===== config.mk =====
export PLATFORM = sky130hd
export DESIGN_NAME = data_mem_arbiter
export DESIGN_NICKNAME = d
export VERILOG_FILES = /design/src/rtl/data_mem_arbiter.sv
export SDC_FILE = /design/constraint.sdc
export NUM_CORES = 1
export LEC_CHECK = 0
export CORE_ASPECT_RATIO = 1.1
export CORE_MARGIN = 1.5
export CORE_UTILIZATION = 35
export DETAILED_ROUTE_END_ITERATION = 12
export HOLD_SLACK_MARGIN = 0.03
export PLACE_DENSITY_LB_ADDON = 0.12
export SYNTH_ARGS = -nofsm -noshare
export SYNTH_HDL_FRONTEND = slang
export SYNTH_SLANG_ARGS = --single-unit

===== constraint.sdc =====
create_clock -name clk -period 1.6 [get_ports clk]
set_input_delay 0.32 -clock clk [delete_from_list [all_inputs] [get_ports clk]]
set_output_delay 0.32 -clock clk [all_outputs]
set_load 0.05 [all_outputs]

===== src/rtl/data_mem_arbiter.sv =====
// Shares the single-port data RAM between the CPU MEM stage and the UART debug/loader host.
// Each access runs IDLE -> ISSUE -> (WAIT) -> DONE. Round-robin is used when both sides contend.
`timescale 1ns/1ps
module data_mem_arbiter #(
  parameter int ADDR_W = 10,
  parameter int DATA_W = 32,
  parameter int RD_LAT = 1
) (
  input  logic              clk,
  input  logic              rst_n,
  input  logic              cpu_mem_read,
  input  logic              cpu_mem_write,
  input  logic [ADDR_W-1:0] cpu_addr,
  input  logic [DATA_W-1:0] cpu_wdata,
  output logic [DATA_W-1:0] cpu_rdata,
  output logic              cpu_stall,
  input  logic              uart_req,
  input  logic              uart_we,
  input  logic [ADDR_W-1:0] uart_addr,
  input  logic [DATA_W-1:0] uart_wdata,
  output logic [DATA_W-1:0] uart_rdata,
  output logic              uart_ack,
  output logic              mem_en,
  output logic              mem_we,
  output logic [ADDR_W-1:0] mem_addr,
  output logic [DATA_W-1:0] mem_wdata,
  input  logic [DATA_W-1:0] mem_rdata
);

  localparam int CNT_W = 3;

  localparam logic [1:0] S_IDLE  = 2'd0;
  localparam logic [1:0] S_ISSUE = 2'd1;
  localparam logic [1:0] S_WAIT  = 2'd2;
  localparam logic [1:0] S_DONE  = 2'd3;

  localparam logic OWN_CPU  = 1'b0;
  localparam logic OWN_UART = 1'b1;

  logic [1:0]        state_q, state_d;
  logic              owner_q, owner_d;
  logic              last_grant_q, last_grant_d;
  logic              is_write_q, is_write_d;
  logic [CNT_W-1:0]  cnt_q, cnt_d;
  logic              mem_en_q, mem_en_d;
  logic              mem_we_q, mem_we_d;
  logic [ADDR_W-1:0] mem_addr_q, mem_addr_d;
  logic [DATA_W-1:0] mem_wdata_q, mem_wdata_d;
  logic [DATA_W-1:0] cpu_rdata_q, cpu_rdata_d;
  logic [DATA_W-1:0] uart_rdata_q, uart_rdata_d;

  logic cpu_req;
  logic grant_cpu;
  logic grant_uart;

  assign cpu_req = cpu_mem_read | cpu_mem_write;

  // On contention the side that did not win last time gets the RAM.
  assign grant_cpu  = cpu_req & (~uart_req | (last_grant_q == OWN_UART));
  assign grant_uart = uart_req & ~grant_cpu;

  always_comb begin
    state_d      = state_q;
    owner_d      = owner_q;
    last_grant_d = last_grant_q;
    is_write_d   = is_write_q;
    cnt_d        = cnt_q;
    mem_en_d     = 1'b0;
    mem_we_d     = 1'b0;
    mem_addr_d   = mem_addr_q;
    mem_wdata_d  = mem_wdata_q;
    cpu_rdata_d  = cpu_rdata_q;
    uart_rdata_d = uart_rdata_q;

    case (state_q)
      S_IDLE: begin
        if (grant_cpu || grant_uart) begin
          owner_d     = grant_uart ? OWN_UART : OWN_CPU;
          is_write_d  = grant_uart ? uart_we : cpu_mem_write;
          mem_addr_d  = grant_uart ? uart_addr : cpu_addr;
          mem_wdata_d = grant_uart ? uart_wdata : cpu_wdata;
          mem_en_d    = 1'b1;
          mem_we_d    = is_write_d;
          state_d     = S_ISSUE;
        end
      end
      S_ISSUE: begin
        if (is_write_q) begin
          state_d = S_DONE;
        end else begin
          cnt_d   = CNT_W'(RD_LAT);
          state_d = S_WAIT;
        end
      end
      S_WAIT: begin
        cnt_d = cnt_q - 3'd1;
        if (cnt_q == 3'd1) begin
          if (owner_q == OWN_UART) begin
            uart_rdata_d = mem_rdata;
          end else begin
            cpu_rdata_d = mem_rdata;
          end
          state_d = S_DONE;
        end
      end
      S_DONE: begin
        last_grant_d = owner_q;
        state_d      = S_IDLE;
      end
      default: begin
        state_d = S_IDLE;
      end
    endcase
  end

  always_ff @(posedge clk) begin
    if (!rst_n) begin
      state_q      <= S_IDLE;
      owner_q      <= OWN_CPU;
      last_grant_q <= OWN_UART;
      is_write_q   <= 1'b0;
      cnt_q        <= '0;
      mem_en_q     <= 1'b0;
      mem_we_q     <= 1'b0;
      mem_addr_q   <= '0;
      mem_wdata_q  <= '0;
      cpu_rdata_q  <= '0;
      uart_rdata_q <= '0;
    end else begin
      state_q      <= state_d;
      owner_q      <= owner_d;
      last_grant_q <= last_grant_d;
      is_write_q   <= is_write_d;
      cnt_q        <= cnt_d;
      mem_en_q     <= mem_en_d;
      mem_we_q     <= mem_we_d;
      mem_addr_q   <= mem_addr_d;
      mem_wdata_q  <= mem_wdata_d;
      cpu_rdata_q  <= cpu_rdata_d;
      uart_rdata_q <= uart_rdata_d;
    end
  end

  // The CPU is released only in the DONE cycle of its own access.
  assign cpu_stall  = rst_n & cpu_req & ~((state_q == S_DONE) & (owner_q == OWN_CPU));
  assign uart_ack   = (state_q == S_DONE) & (owner_q == OWN_UART);
  assign mem_en     = mem_en_q;
  assign mem_we     = mem_we_q;
  assign mem_addr   = mem_addr_q;
  assign mem_wdata  = mem_wdata_q;
  assign cpu_rdata  = cpu_rdata_q;
  assign uart_rdata = uart_rdata_q;

endmodule

==> impl_metrics.py, run 1 <==
metrics = {
    "finish": {
        "nets": 884,
        "finish.utilization_pct": 69.0,
        "final_common_cell": "buf_4",
        "layoutNonFillerInstCount": 921,
        "antenna_cells": 0,
        "drive_above_1_share_pct": 42.4,
        "nFillCells": 946,
        "final_cell_mix": "buf_4, clkdlybuf4s50_1, dfxtp_1",
        "syn_to_final_growth_pct": 92.6,
    },
    "global_routing": {
        "grt_max_degree": 45,
        "grt_pass1_wl_um": 21200,
        "grt_use_total_pct": 21.0,
        "grt_pass1_vias": 4241,
        "antenna_found_initial": 0,
        "grt_overflow_total": 0,
    },
    "clock_tree": {
        "cts.reportedPaths.clkPinSlew_ps": 50,
        "clk_latency_ps": 390,
        "clock_sinks": 116,
        "clockBufferDepth": 2,
        "cts-buffers-inserted": 17,
        "cts_hold_buf": 0,
        "root_buffer": "clkbuf_16",
        "cts-htree-levels": 4,
        "cts_tree": "yes",
    },
    "min_path": {
        "holdPathStages": 3,
        "hp-class": "in2reg",
    },
    "sta": {
        "post-route-period-util_pct": 109,
        "final.setup.tns_ps": -6850,
        "fin_ws_ps": -146,
        "rsz0062_at_grt": "true",
        "setup-violations-final": 94,
        "slew_violations": 0,
        "slew_headroom_pct": 73.5,
        "period_minus_slack_ps": 1750,
        "fin_worst_skew_ps": 6.63,
        "tightest_slew_ps": 398,
        "finalHoldViolCount": 0,
        "clock.fmax_mhz": 573,
    },
    "outcome": {
        "violations": "setup timing",
        "status": "complete, but fails checks",
    },
    "route": {
        "via_per_inst": 5.03,
        "firstDrtPassIters": 10,
        "antenna_left": 0,
        "drt_iter0_markers": 341,
        "vias": 4632,
        "wl_per_cell_um": 17.3,
        "drcViolationCount": 0,
        "finalWirelength_um": 15900,
    },
    "run": {
        "drv_cap": 0,
    },
    "yosys": {
        "avgSynthCellArea_um2": 8.93,
        "ys_ff_latch": 116,
        "synth_top_cell_area_share_pct": 53.8,
        "yosysTopAreaCell": "dfxtp_1",
        "synthesis.area_um2": 4310,
        "syn_nets": 612,
        "ys_seq_area_share_pct": 53.8,
        "ys_types": 32,
        "postSynthCellCount": 483,
        "synth_area_leaders": "dfxtp_1, nand2_1, a222oi_1",
        "yosys_warnings": 0,
    },
    "floorplan": {
        "floorplan.rows": 42,
        "start_util_pct": 35.8,
        "fp.coreArea_um2": 12000,
        "ios": 232,
        "dieArea_um2": 13000,
        "dieWidth_um": 109,
        "die_h_um": 119,
    },
    "setup_path": {
        "reg2reg_slack_ps": -150,
        "end_kind": "register",
        "worstPathArrival_ps": 2010,
        "critPathMaxFanout": 4,
        "r2r_cells": 9,
        "setup.worst_path.end": "state_q[0]",
        "r2r_end": "state_q[0]",
        "crit_required_ps": 1860,
        "criticalPathCategory": "reg2reg",
        "worstReg2RegStart": "state_q[1]",
        "cp-startpoint": "state_q[1]",
        "startpoint_type": "register",
    },
    "power_and_ir_drop": {
        "ir_drop_v": 0.000986,
        "p_leak_nw": 3.60,
        "p_per_area_nw_per_um2": 1490,
    },
    "placed_design": {
        "gp_congestion": 0.793,
        "hpwl_um": 9610,
        "port_buffers": 231,
        "dpl.cell_count": 862,
    },
}
[cell usage after synthesis]
cell type	number
a211o_1	1
a21o_1	2
a21oi_1	69
a21oi_2	1
a21oi_4	1
a222oi_1	42
a22o_1	1
a2bb2oi_1	1
and3b_1	2
buf_1	2
buf_2	10
buf_6	5
buf_8	4
clkbuf_1	12
dfxtp_1	116
ha_1	7
inv_1	48
inv_2	1
mux2i_1	1
nand2_1	135
nand2b_1	3
nand3_1	1
nand3b_1	1
nor2_1	6
nor2b_1	1
nor3_1	2
o211a_1	2
o21ai_0	2
o32ai_1	1
or2_2	1
or2_4	1
or3_4	1
[power by group]
part           switching (mW)  internal, mW  total [mW]
registers               0.273          3.34        3.62
logic                    2.76          2.03        4.78
clock network            1.28          2.67        3.95
total                    4.31          8.04        12.4
[layer usage]
| metal | global-route usage [%] | routed length [um] |
|---|---|---|
| met2 | 35.5 | 8010 |
| met4 | 8.55 | 407 |
| met5 | 0 | 0 |
| met1 | 25.2 | 6590 |
| met3 | 5.20 | 940 |
[flip-flops by register name, summed over array words and instances (netlist names)]
| name | flops |
|---|---|
| state_q | 2 |
| cpu_rdata | 32 |
| is_write_q | 1 |
| mem_addr | 10 |
| cnt_q | 3 |
| uart_rdata | 32 |
| owner_q | 1 |
| mem_en | 1 |
| mem_we | 1 |
| mem_wdata | 32 |
| last_grant_q | 1 |
[metrics by stage]
stage / worst slack, ps / hold slack, ps / instance area [um^2] / power [mW]
final: -146 / 428 / 8310 / 12.4
after global routing: -232 / 438 / 8310 / 12.8
after CTS: -143 / 444 / 7490 / 11.8
after detailed placement: -363 / 448 / 6710 / 7.47
after global placement: -306 / 442 / 6710 / 7.38
after floorplan: 32.1 / 439 / 4320 / 6.09
[cell type report]
cell class                      instances  area, um^2  share of cell area (%)
Timing Repair Buffer                  286        2870                    34.5
Sequential cell                       116        2330                    28.0
Multi-Input combinational cell        285        2110                    25.5
Clock buffer                           21         460                    5.54
Tap cell                              154         193                    2.32
Inverter                               49         189                    2.27
Clock inverter                         10         155                    1.87
[worst min path at each step]
stage | from | endpoint | slack (ps)
after floorplan | cpu_addr[0] | mem_addr[0] | 440
after global placement | uart_rdata[2] | uart_rdata[2] | 440
after detailed placement | cpu_rdata[19] | cpu_rdata[19] | 450
after CTS | cpu_mem_write | mem_we | 440
after global routing | rst_n | cnt_q[0] | 440
final | rst_n | cnt_q[0] | 430
[worst max-delay path, stage by stage, from the launching register on]
cell     delay (ps)
dfxtp_2         330
buf_6           120
buf_4           130
ha_4            150
buf_4           120
buf_6           110
a22o_1          250
buf_6           140
a21oi_4         150
o32ai_4         110
[timing repair]
action	4_1_cts	5_1_grt
endpoints found under the setup margin	7	109
buffers inserted	4	12
cloned	3	10
resized for setup	19	152
pin swaps	2	62
[cell families (layout without fill, tap and decap cells)]
family	Yosys count	after routing	synth area share (%)
multiplexers	1	1	0.232
flip-flops	116	116	53.8
AND/OR/NAND/NOR	154	154	14.4
AO/OA/AOI/OAI	123	123	20.2
adder cells (fa/ha/maj)	7	7	2.03
buffers and inverters	82	366	9.34
Power figures use the tool's default switching activity.
==> run 2: changes to the inputs <==
--- a/config.mk
+++ b/config.mk
@@ -9,6 +9,7 @@
 export CORE_MARGIN = 1.5
 export CORE_UTILIZATION = 35
 export DETAILED_ROUTE_END_ITERATION = 12
+export GPL_TIMING_DRIVEN = 1
 export HOLD_SLACK_MARGIN = 0.03
 export PLACE_DENSITY_LB_ADDON = 0.12
 export SYNTH_ARGS = -nofsm -noshare
==> results of run 2 <==
Same layout as run 1: the final DEF is identical, and so are final timing and power.
